[src/rtl/sysx_slave_endpoint.sv]
// sysX v1 peripheral endpoint: oversamples the master's bus, assembles 4-byte beats
// into a receive FIFO and returns a transmit word on MISO.
module sysx_slave_endpoint #(
  parameter logic [1:0]  pSelectID  = 2'h1,
  parameter int unsigned pFifoDepth = 4
) (
  input  logic        iClock,
  input  logic        iReset,
  input  logic        iBusClock,
  input  logic [1:0]  iBusSelect,
  input  logic [7:0]  iBusMOSI,
  output logic [7:0]  oBusMISO,
  output logic        oBusInterrupt,
  output logic [31:0] oRxData,
  output logic        oRxValid,
  input  logic        iRxReady,
  input  logic [31:0] iTxData,
  input  logic        iTxValid,
  output logic        oTxReady,
  output logic        oOverflow,
  output logic        oAbort,
  input  logic        iClearStatus
);

  localparam int unsigned   cAddrW  = $clog2(pFifoDepth);
  localparam logic [cAddrW:0] cFull = (cAddrW + 1)'(pFifoDepth);
  localparam logic [31:0]   cFiller = 32'h0BADC0DE;

  logic              rClkS1, rClkS2, rClkS3;
  logic [1:0]        rSelS1, rSelS2;
  logic [7:0]        rMosiS1, rMosiS2;
  logic [1:0]        rSyncValid;
  logic              rArmed, rSelPrev;
  logic [1:0]        rByteCount;
  logic [23:0]       rAssemble;
  logic [31:0]       rTxShift, rTxHold;
  logic [31:0]       rMem [pFifoDepth];
  logic [cAddrW-1:0] rWrPtr, rRdPtr;
  logic [cAddrW:0]   rCount;

  logic              tick, selected, selStart, wordDone, snapshot;
  logic              txLoad, pop, push, dropWord, abortSet;
  logic [31:0]       pushWord, txShiftNext, headNext;
  logic              txFullNext;
  logic [1:0]        byteCountNext;
  logic [cAddrW-1:0] wrPtrNext, rdPtrNext;
  logic [cAddrW:0]   countNext;
  logic [7:0]        misoNext;

  always_comb begin
    tick          = rClkS2 & ~rClkS3;
    selected      = rArmed && (rSelS2 == pSelectID);
    selStart      = selected && !rSelPrev;
    wordDone      = selected && tick && (rByteCount == 2'd3);
    snapshot      = selStart || wordDone;
    txLoad        = iTxValid && oTxReady;
    pop           = oRxValid && iRxReady;
    push          = wordDone && ((rCount != cFull) || pop);
    dropWord      = wordDone && (rCount == cFull) && !pop;
    abortSet      = !selected && (rByteCount != 2'd0);
    pushWord      = {rMosiS2, rAssemble};

    byteCountNext = '0;
    if (selected) byteCountNext = tick ? rByteCount + 2'd1 : rByteCount;

    txShiftNext = rTxShift;
    txFullNext  = oBusInterrupt;
    if (snapshot) begin
      txShiftNext = oBusInterrupt ? rTxHold : cFiller;
      txFullNext  = 1'b0;
    end else if (txLoad) begin
      txFullNext  = 1'b1;
    end

    misoNext  = selected ? txShiftNext[{byteCountNext, 3'b000} +: 8] : 8'h00;

    wrPtrNext = rWrPtr + cAddrW'(push);
    rdPtrNext = rRdPtr + cAddrW'(pop);
    countNext = rCount + (cAddrW + 1)'(push) - (cAddrW + 1)'(pop);

    // Head is registered; bypass the word being written when it lands at the new head.
    headNext = oRxData;
    if (countNext != '0) begin
      if (push && (rWrPtr == rdPtrNext)) headNext = pushWord;
      else                               headNext = rMem[rdPtrNext];
    end
  end

  always_ff @(posedge iClock) begin
    if (push) rMem[rWrPtr] <= pushWord;
  end

  always_ff @(posedge iClock) begin
    if (iReset) begin
      rClkS1        <= 1'b0;
      rClkS2        <= 1'b0;
      rClkS3        <= 1'b0;
      rSelS1        <= '0;
      rSelS2        <= '0;
      rMosiS1       <= '0;
      rMosiS2       <= '0;
      rSyncValid    <= '0;
      rArmed        <= 1'b0;
      rSelPrev      <= 1'b0;
      rByteCount    <= '0;
      rAssemble     <= '0;
      rTxShift      <= '0;
      rTxHold       <= '0;
      rWrPtr        <= '0;
      rRdPtr        <= '0;
      rCount        <= '0;
      oBusMISO      <= 8'h00;
      oBusInterrupt <= 1'b0;
      oRxData       <= '0;
      oRxValid      <= 1'b0;
      oTxReady      <= 1'b1;
      oOverflow     <= 1'b0;
      oAbort        <= 1'b0;
    end else begin
      rClkS1     <= iBusClock;
      rClkS2     <= rClkS1;
      rClkS3     <= rClkS2;
      rSelS1     <= iBusSelect;
      rSelS2     <= rSelS1;
      rMosiS1    <= iBusMOSI;
      rMosiS2    <= rMosiS1;
      // Select zeros left in the synchroniser by reset must not count as an idle bus.
      rSyncValid <= {rSyncValid[0], 1'b1};
      if (rSyncValid[1] && (rSelS2 != pSelectID)) rArmed <= 1'b1;
      rSelPrev   <= selected;

      rByteCount <= byteCountNext;
      if (selected && tick && (rByteCount != 2'd3))
        rAssemble[{rByteCount, 3'b000} +: 8] <= rMosiS2;

      rTxShift      <= txShiftNext;
      if (txLoad) rTxHold <= iTxData;
      oBusInterrupt <= txFullNext;
      oTxReady      <= ~txFullNext;
      oBusMISO      <= misoNext;

      rWrPtr   <= wrPtrNext;
      rRdPtr   <= rdPtrNext;
      rCount   <= countNext;
      oRxValid <= (countNext != '0);
      oRxData  <= headNext;

      if (dropWord)          oOverflow <= 1'b1;
      else if (iClearStatus) oOverflow <= 1'b0;
      if (abortSet)          oAbort <= 1'b1;
      else if (iClearStatus) oAbort <= 1'b0;
    end
  end

endmodule
[config.mk]
export PLATFORM = sky130hd
export DESIGN_NAME = sysx_slave_endpoint
export DESIGN_NICKNAME = d
export VERILOG_FILES = /design/src/rtl/sysx_slave_endpoint.sv
export SDC_FILE = /design/constraint.sdc
export NUM_CORES = 1
export LEC_CHECK = 0
export BUFFER_PORTS_ARGS = -buffer_cell sky130_fd_sc_hd__clkbuf_2
export CAP_MARGIN = 25
export CORE_MARGIN = 4
export CORE_UTILIZATION = 45
export CTS_CLUSTER_DIAMETER = 60
export DETAILED_ROUTE_END_ITERATION = 10
export PLACE_DENSITY = 0.63
export SLEW_MARGIN = 20
export SYNTH_ARGS = -nofsm -noshare
export SYNTH_HDL_FRONTEND = slang
export SYNTH_SLANG_ARGS = --single-unit
export TNS_END_PERCENT = 50
[constraint.sdc]
create_clock -name iClock -period 7.5 [get_ports iClock]
set_input_delay 0.75 -clock iClock [delete_from_list [all_inputs] [get_ports iClock]]
set_output_delay 0.75 -clock iClock [all_outputs]
set_load 0.1 [all_outputs]
==> reports/qor.csv, run 1 <==
metric;value;unit
power_density;341;mW/mm^2
drc;0;
ff_latch_area;0.00723;mm^2
fin_hold_ws;410;ps
finalNetCount;1062;
ff2ff_path_depth;13;
worstSetupStartpointType;flop;
hold_viol_final;0;
reg2reg_to;oRxData[13]$_SDFFE_PP0P_;
num_vias;7177;
finalSetupViolCount;0;
gp_congestion;0.764;
cts_resized;0;
ys_types;52;
rsz0062_at_grt;false;
async_reset_ff_share;0;%
core;0.0245;mm^2
synthCells;926;
area_growth_syn_to_layout;15.6;%
ir_drop;0.205;mV
grt_pass1_vias;7004;
path_cells;ha_1 -> nand3_2 -> nand2b_1 -> ha_1 -> inv_1 -> ha_1 -> inv_1 -> fa_1 -> xnor3_1 -> nand3b_1 -> and2_4 -> nor2b_4 -> a221o_1;
worst_pin_slew;908;ps
path_delay_family;simple AND/OR/NAND/NOR gates;
cp.buffers_inverters;2;
syn_area;0.0113;mm^2
clock_path_buffers;3;
htree_num_levels;1;
synth_edf_count;128;
p_leak;4.68;nW
synth_seq_cells;297;
maxSlewHeadroom;39.3;%
setup_ws;3790;ps
fillers;2117;
final_cell_mix;dfxtp_1, edfxtp_1, nand2_1;
io_pins;93;
grt_max_degree;98;
portBuffers;92;
yosysWarnings;0;
vias_per_cell;5.31;
r2r_setup_slack;3790;ps
max_stage_delay;740;ps
max_cap_viol_count;0;
min_period_over_period;49.5;%
diodes;0;
design_area;0.0131;mm^2
ant_nets;0;
path_class;reg -> reg;
post_cts_buffers;0;
cp-startpoint;rByteCount[0]$_SDFF_PP0_;
grt_pass1_wl;38.9;mm
dp_hpwl;14.5;mm
r2r-start;rByteCount[0]$_SDFF_PP0_;
max_freq;270;MHz
die_area;0.0277;mm^2
track_usage;17.0;%
p_total;4.46;mW
initial_core_util;46.1;%
grt-ovfl-total;0;
die_y;167;um
fin_crit;3710;ps
slowest_stage;nor2b_4;
num_rows;57;
drt_first_pass_iters;5;
syn_nets;984;
clock_skew;18.7;ps
cp.arrival;4190;ps
final_layout_size_suffix_gt1_share;19.7;%
status;finished clean;
ys_seq_area_share;63.9;%
die_w;167;um
min_path_cells;2;
crit_top_cell;ha_1;
drt_iter0_markers;566;
crit_cells;13;
wl_per_cell;17.8;um
numCtsBuffers;31;
dp_slack;3790;ps
slew_violations;0;
crit_end;oRxData[13]$_SDFFE_PP0P_;
setup_tns;0;ps
ctsHoldBuffers;0;
post_dp_cell_area;0.0120;mm^2
path_max_fanout;32;
wl;24.0;mm
dominantRegCellSynth;dfxtp_1;
worstPathRequired;7980;ps
hold_path.class;in -> reg;
clkSlewWorstSetupHoldPaths;60;ps
cts_root_buf;clkbuf_16;
clk_latency;550;ps
cts_tree;built;
layout_commonest_cell;dfxtp_1;
clock-sinks;297;
synth.avg_cell_area;12.2;um^2
end_kind;flop;
multi_input_area;0.00374;mm^2
grt_antenna_before_repair;0;
==> cells in the mapped netlist (all sizes together), types with 7 or more instances <==
| library cell | number | area, um^2 |
|---|---|---|
| nor3b | 7 | 52.6 |
| inv | 16 | 60.1 |
| edfxtp | 128 | 3840 |
| a21oi | 89 | 445 |
| nand3 | 52 | 265 |
| buf | 31 | 213 |
| a211oi | 14 | 105 |
| and2 | 39 | 246 |
| nor2b | 36 | 225 |
| ha | 9 | 113 |
| nand2 | 127 | 477 |
| clkbuf | 31 | 116 |
| nor2 | 44 | 170 |
| a221o | 32 | 320 |
| nor3 | 7 | 35.0 |
| mux4 | 32 | 721 |
| dfxtp | 169 | 3380 |
==> layer usage <==
metal  part of all wire, %  vias to the layer above  track usage, %
met5                     0                        -               0
met4                   1.4                        0            3.74
met3                   5.0                       27            2.58
met2                    47                      179            27.9
met1                    46                     3459            24.4
li1                      -                     3512               -
==> cell type report <==
class | instances | share of cell area, %
timing repair buffer | 107 | 4.69
multi-input combinational | 551 | 28.6
inverter | 16 | 0.459
sequential | 297 | 55.3
clock buffer | 43 | 6.66
tap | 324 | 3.10
clock inverter | 14 | 1.23
==> cell families (layout without fill, tap and decap cells) <==
logic type | count (synthesis) | after routing | synth area share (%)
mux | 34 | 34 | 6.55
flops | 297 | 297 | 63.9
fa+ha+maj | 10 | 10 | 1.17
buf+inv | 78 | 180 | 3.44
simple gates | 337 | 337 | 14.7
compound gates | 163 | 163 | 9.58
xor+xnor | 7 | 7 | 0.664
==> flip-flops by register name, indices dropped and copies added, names as in the netlist, 2 cells and up <==
signal	count
rSyncValid	2
rMem	128
rAssemble	24
rRdPtr	2
rSelS2	2
rCount	3
rTxShift	32
rMosiS1	8
rWrPtr	2
oBusMISO	8
rByteCount	2
rSelS1	2
rTxHold	32
oRxData	32
rMosiS2	8
==> report_power, final <==
part	switching, mW	internal, mW
sequential	0.0665	1.78
combinational	0.787	0.310
clock	0.608	0.915
total	1.46	3.00
==> stage by stage <==
step                instances  util, %
floorplan                 926        -
CTS                      1351     53.2
global route             1352     53.3
global placement         1292     48.8
detailed placement       1294     49.0
finish                   1352     53.3
==> worst min path at each step <==
stage | from | end
floorplan | rClkS1$_SDFF_PP0_ | rClkS2$_SDFF_PP0_
global placement | rMosiS1[6]$_SDFF_PP0_ | rMosiS2[6]$_SDFF_PP0_
detailed placement | rMosiS1[6]$_SDFF_PP0_ | rMosiS2[6]$_SDFF_PP0_
CTS | iBusMOSI[5] | rMosiS1[5]$_SDFF_PP0_
global route | iBusMOSI[4] | rMosiS1[4]$_SDFF_PP0_
finish | iBusMOSI[5] | rMosiS1[5]$_SDFF_PP0_
==> worst reg2reg max path, cell delays in order, from the launching register on <==
cell and delay [ps]:
dfxtp_1 590, ha_1 300, nand3_2 130, nand2b_1 250
ha_1 300, inv_1 60, ha_1 130, inv_1 40
fa_1 360, xnor3_1 200, nand3b_1 120, and2_4 150
nor2b_4 740, a221o_1 280
Power figures use the tool's default switching activity.
==> inputs of run 2 (changes only) <==
--- a/config.mk
+++ b/config.mk
@@ -5,6 +5,7 @@
 export SDC_FILE = /design/constraint.sdc
 export NUM_CORES = 1
 export LEC_CHECK = 0
+export ABC_AREA = 1
 export BUFFER_PORTS_ARGS = -buffer_cell sky130_fd_sc_hd__clkbuf_2
 export CAP_MARGIN = 25
 export CORE_MARGIN = 4
==> constraint.sdc (replaced) <==
create_clock -name iClock -period 3.6 [get_ports iClock]
set_input_delay 0.36 -clock iClock [delete_from_list [all_inputs] [get_ports iClock]]
set_output_delay 0.36 -clock iClock [all_outputs]
set_load 0.1 [all_outputs]
==> run 2 against run 1 <==
Highest routed layer unchanged. Clock power grew 120%. First-iteration DRC count grew 2.8%. Critical path type unchanged. Sequential share of layout area shrank 2.5 points. Via count grew 20%. Largest power group unchanged. Critical endpoint is now oRxData[22]$_SDFFE_PP0P_. Flip-flop and latch count is the same. Core utilization grew 0.48 points. Combinational power grew to 2.7 times the previous value.
==> reports/qor.csv, run 2 <==
metric;value;unit;change
status;finished clean;;unchanged
drt_first_pass_iters;5;;unchanged
vias_per_cell;5.01;;was 5.31
p_total;10.2;mW;was 4.46 mW
layout_commonest_cell;nand2_1;;was dfxtp_1
grt-ovfl-total;0;;unchanged
dp_hpwl;15.7;mm;was 14.5 mm
clkSlewWorstSetupHoldPaths;60;ps;about the same
ctsHoldBuffers;9;;was 0
core;0.0255;mm^2;was 0.0245 mm^2
maxSlewHeadroom;39.6;%;was 39.3%
hold_viol_final;0;;unchanged
clock-sinks;297;;unchanged
synthCells;1279;;was 926
fin_hold_ws;22.0;ps;was 410 ps
drc;0;;unchanged
async_reset_ff_share;0;%;unchanged
cts_tree;built;;unchanged
path_delay_family;simple AND/OR/NAND/NOR gates;;unchanged
initial_core_util;46.3;%;was 46.1%
num_rows;58;;was 57
clock_path_buffers;3;;unchanged
grt_pass1_vias;8163;;was 7004
cp.arrival;3340;ps;was 4190 ps
cp.buffers_inverters;6;;was 2
max_freq;342;MHz;was 270 MHz
largest_reg_flops;128;;unchanged
hold_path.class;in -> reg;;unchanged
power_density;741;mW/mm^2;was 341 mW/mm^2
ys_seq_area_share;61.3;%;was 63.9%
post_cts_buffers;0;;unchanged
final_layout_size_suffix_gt1_share;14.6;%;was 19.7%
grt_max_degree;70;;was 98
ir_drop;0.837;mV;was 0.205 mV
wl_per_cell;15.4;um;was 17.8 um
final_cell_mix;nand2_1, nor2_1, dfxtp_1;;was dfxtp_1, edfxtp_1, nand2_1
syn_nets;1337;;was 984
min_period_over_period;81.2;%;was 49.5%
clk_latency;550;ps;about the same
gp_congestion;0.787;;was 0.764
max_stage_delay;500;ps;was 740 ps
crit_top_cell;inv_1;;was ha_1
cts_resized;0;;unchanged
worstPathRequired;4020;ps;was 7980 ps
yosysMostFrequentCell;nand2_1;;was dfxtp_1
end_kind;flop;;unchanged
placed_cells;1652;;was 1294
syn_area;0.0118;mm^2;was 0.0113 mm^2
track_usage;18.0;%;was 17.0%
slew_violations;0;;unchanged
drt_iter0_markers;582;;was 566
yosysWarnings;0;;unchanged
path_class;reg -> reg;;unchanged
grt_pass1_wl;42.7;mm;was 38.9 mm
path_max_fanout;33;;was 32
die_area;0.0289;mm^2;was 0.0277 mm^2
synthTopCellsByCount;nand2_1, nor2_1, dfxtp_1, edfxtp_1, inv_1;;was dfxtp_1, edfxtp_1, nand2_1, a21oi_1, nand3_1
yosysTopAreaCellShare;32.6;%;was 34.0%
synth_edf_count;128;;unchanged
htree_num_levels;1;;unchanged
diodes;0;;unchanged
finalNetCount;1421;;was 1062
ys_types;29;;was 52
finalSetupViolCount;0;;unchanged
max_cap_viol_count;0;;unchanged
synth.top_cells.by_area;edfxtp_1, dfxtp_1, nand2_1;;was edfxtp_1, dfxtp_1, mux4_2
synth_seq_cells;297;;unchanged
area_growth_syn_to_layout;16.2;%;was 15.6%
die_w;170;um;was 167 um
clock_skew;10.2;ps;was 18.7 ps
fin_cells;1717;;was 1352
dominantRegCellSynth;dfxtp_1;;unchanged
wl;26.4;mm;was 24.0 mm
max_flop_register;rMem;;unchanged
path_cells;nor2_1 -> nand2_1 -> nor2_1 -> nor2_8 -> inv_1 -> ha_1 -> inv_1 -> ha_1 -> inv_1 -> fa_1 -> inv_1 -> nor2_1 -> nand2_1 -> nand2_1 -> inv_1 -> buf_12 -> o211ai_1 -> nand2_1;;was ha_1 -> nand3_2 -> nand2b_1 -> ha_1 -> inv_1 -> ha_1 -> inv_1 -> fa_1 -> xnor3_1 -> nand3b_1 -> and2_4 -> nor2b_4 -> a221o_1
ant_nets;0;;unchanged
grt_antenna_before_repair;0;;unchanged
synth.avg_cell_area;9.22;um^2;was 12.2 um^2
rsz0062_at_grt;false;;unchanged
synth_top_area_cell;edfxtp_1;;unchanged
slowest_stage;fa_1;;was nor2b_4
num_vias;8604;;was 7177
portBuffers;92;;unchanged
die_y;170;um;was 167 um
fin_crit;2920;ps;was 3710 ps
io_pins;93;;unchanged
worstSetupStartpointType;flop;;unchanged
worst_pin_slew;906;ps;was 908 ps
cts_root_buf;clkbuf_16;;unchanged
p_leak;5.56;nW;was 4.68 nW
numCtsBuffers;30;;was 31
[run 2: cell types whose count changed in the layout (fill, tap and decap cells not counted), moves of 12 or more]
| cell | before | now |
|---|---|---|
| mux4_2 | 32 | 0 |
| o211ai_1 | 0 | 12 |
| o211ai_2 | 0 | 20 |
| inv_1 | 16 | 110 |
| nor2_1 | 41 | 190 |
| a221o_1 | 32 | 0 |
| nand2_1 | 127 | 256 |
| a211oi_1 | 14 | 0 |
| o21ai_0 | 3 | 102 |
| nor2b_1 | 35 | 0 |
| nand3_1 | 51 | 102 |
| and2_1 | 35 | 0 |
[run 2: logic make-up after synthesis]
family | after synthesis | synth area share (%)
xor+xnor | 6 | 0.446
fa+ha+maj | 10 | 1.12
flops | 297 | 61.3
compound gates | 217 | 10.7
simple gates | 563 | 19.8
buf+inv | 186 | 6.63
[run 2: cell type report]
cell class	count	area (um^2)
clock inverters	14	198
well taps	330	413
fillers	2306	11800
inverters	116	435
repair buffers	122	733
multi-input cells	796	3820
clock buffers	42	877
flip-flops and latches	297	7230
[run 2: tightest hold or removal path: cells and delay by family]
kind / cells / cell delay [ps]
buffers and inverters: 2 / 120
AND/OR/NAND/NOR: 1 / 30
[run 2: power breakdown]
| part | switching, mW | internal [mW] | total (mW) |
|---|---|---|---|
| clock network | 1.27 | 2.05 | 3.32 |
| logic | 2.32 | 0.627 | 2.94 |
| registers | 0.154 | 3.74 | 3.89 |
[run 2: final timing paths]
kind                                            start                  endpoint  slack [ps]  depth (start not counted)
worst max-delay path             rCount[1]$_SDFF_PP0_  oRxData[22]$_SDFFE_PP0P_         680                         18
worst min-delay path                      iBusMOSI[3]     rMosiS1[3]$_SDFF_PP0_          20                          3
worst max register to register   rCount[1]$_SDFF_PP0_  oRxData[22]$_SDFFE_PP0P_         680                         18
worst min register to register  rMosiS1[5]$_SDFF_PP0_     rMosiS2[5]$_SDFF_PP0_         400                          2
[run 2: through the flow]
| stage | util, % | setup WS, ps | TNS [ps] | instance area (um^2) |
|---|---|---|---|---|
| after floorplan | - | -540 | -34550 | 11800 |
| after global placement | 49.2 | 627 | 0 | 12500 |
| after detailed placement | 49.2 | 542 | 0 | 12500 |
| after CTS | 53.8 | 659 | 0 | 13700 |
| after global routing | 53.8 | 360 | 0 | 13700 |
| final | 53.8 | 678 | 0 | 13700 |
[run 2: routing by layer]
metal,vias to the layer above,global-route usage (%),part of all wire [%]
li1,4357,-,-
met1,4055,26.1,48
met2,166,29.1,46
met3,26,2.58,4.6
met4,0,3.51,1.4
met5,-,0,0
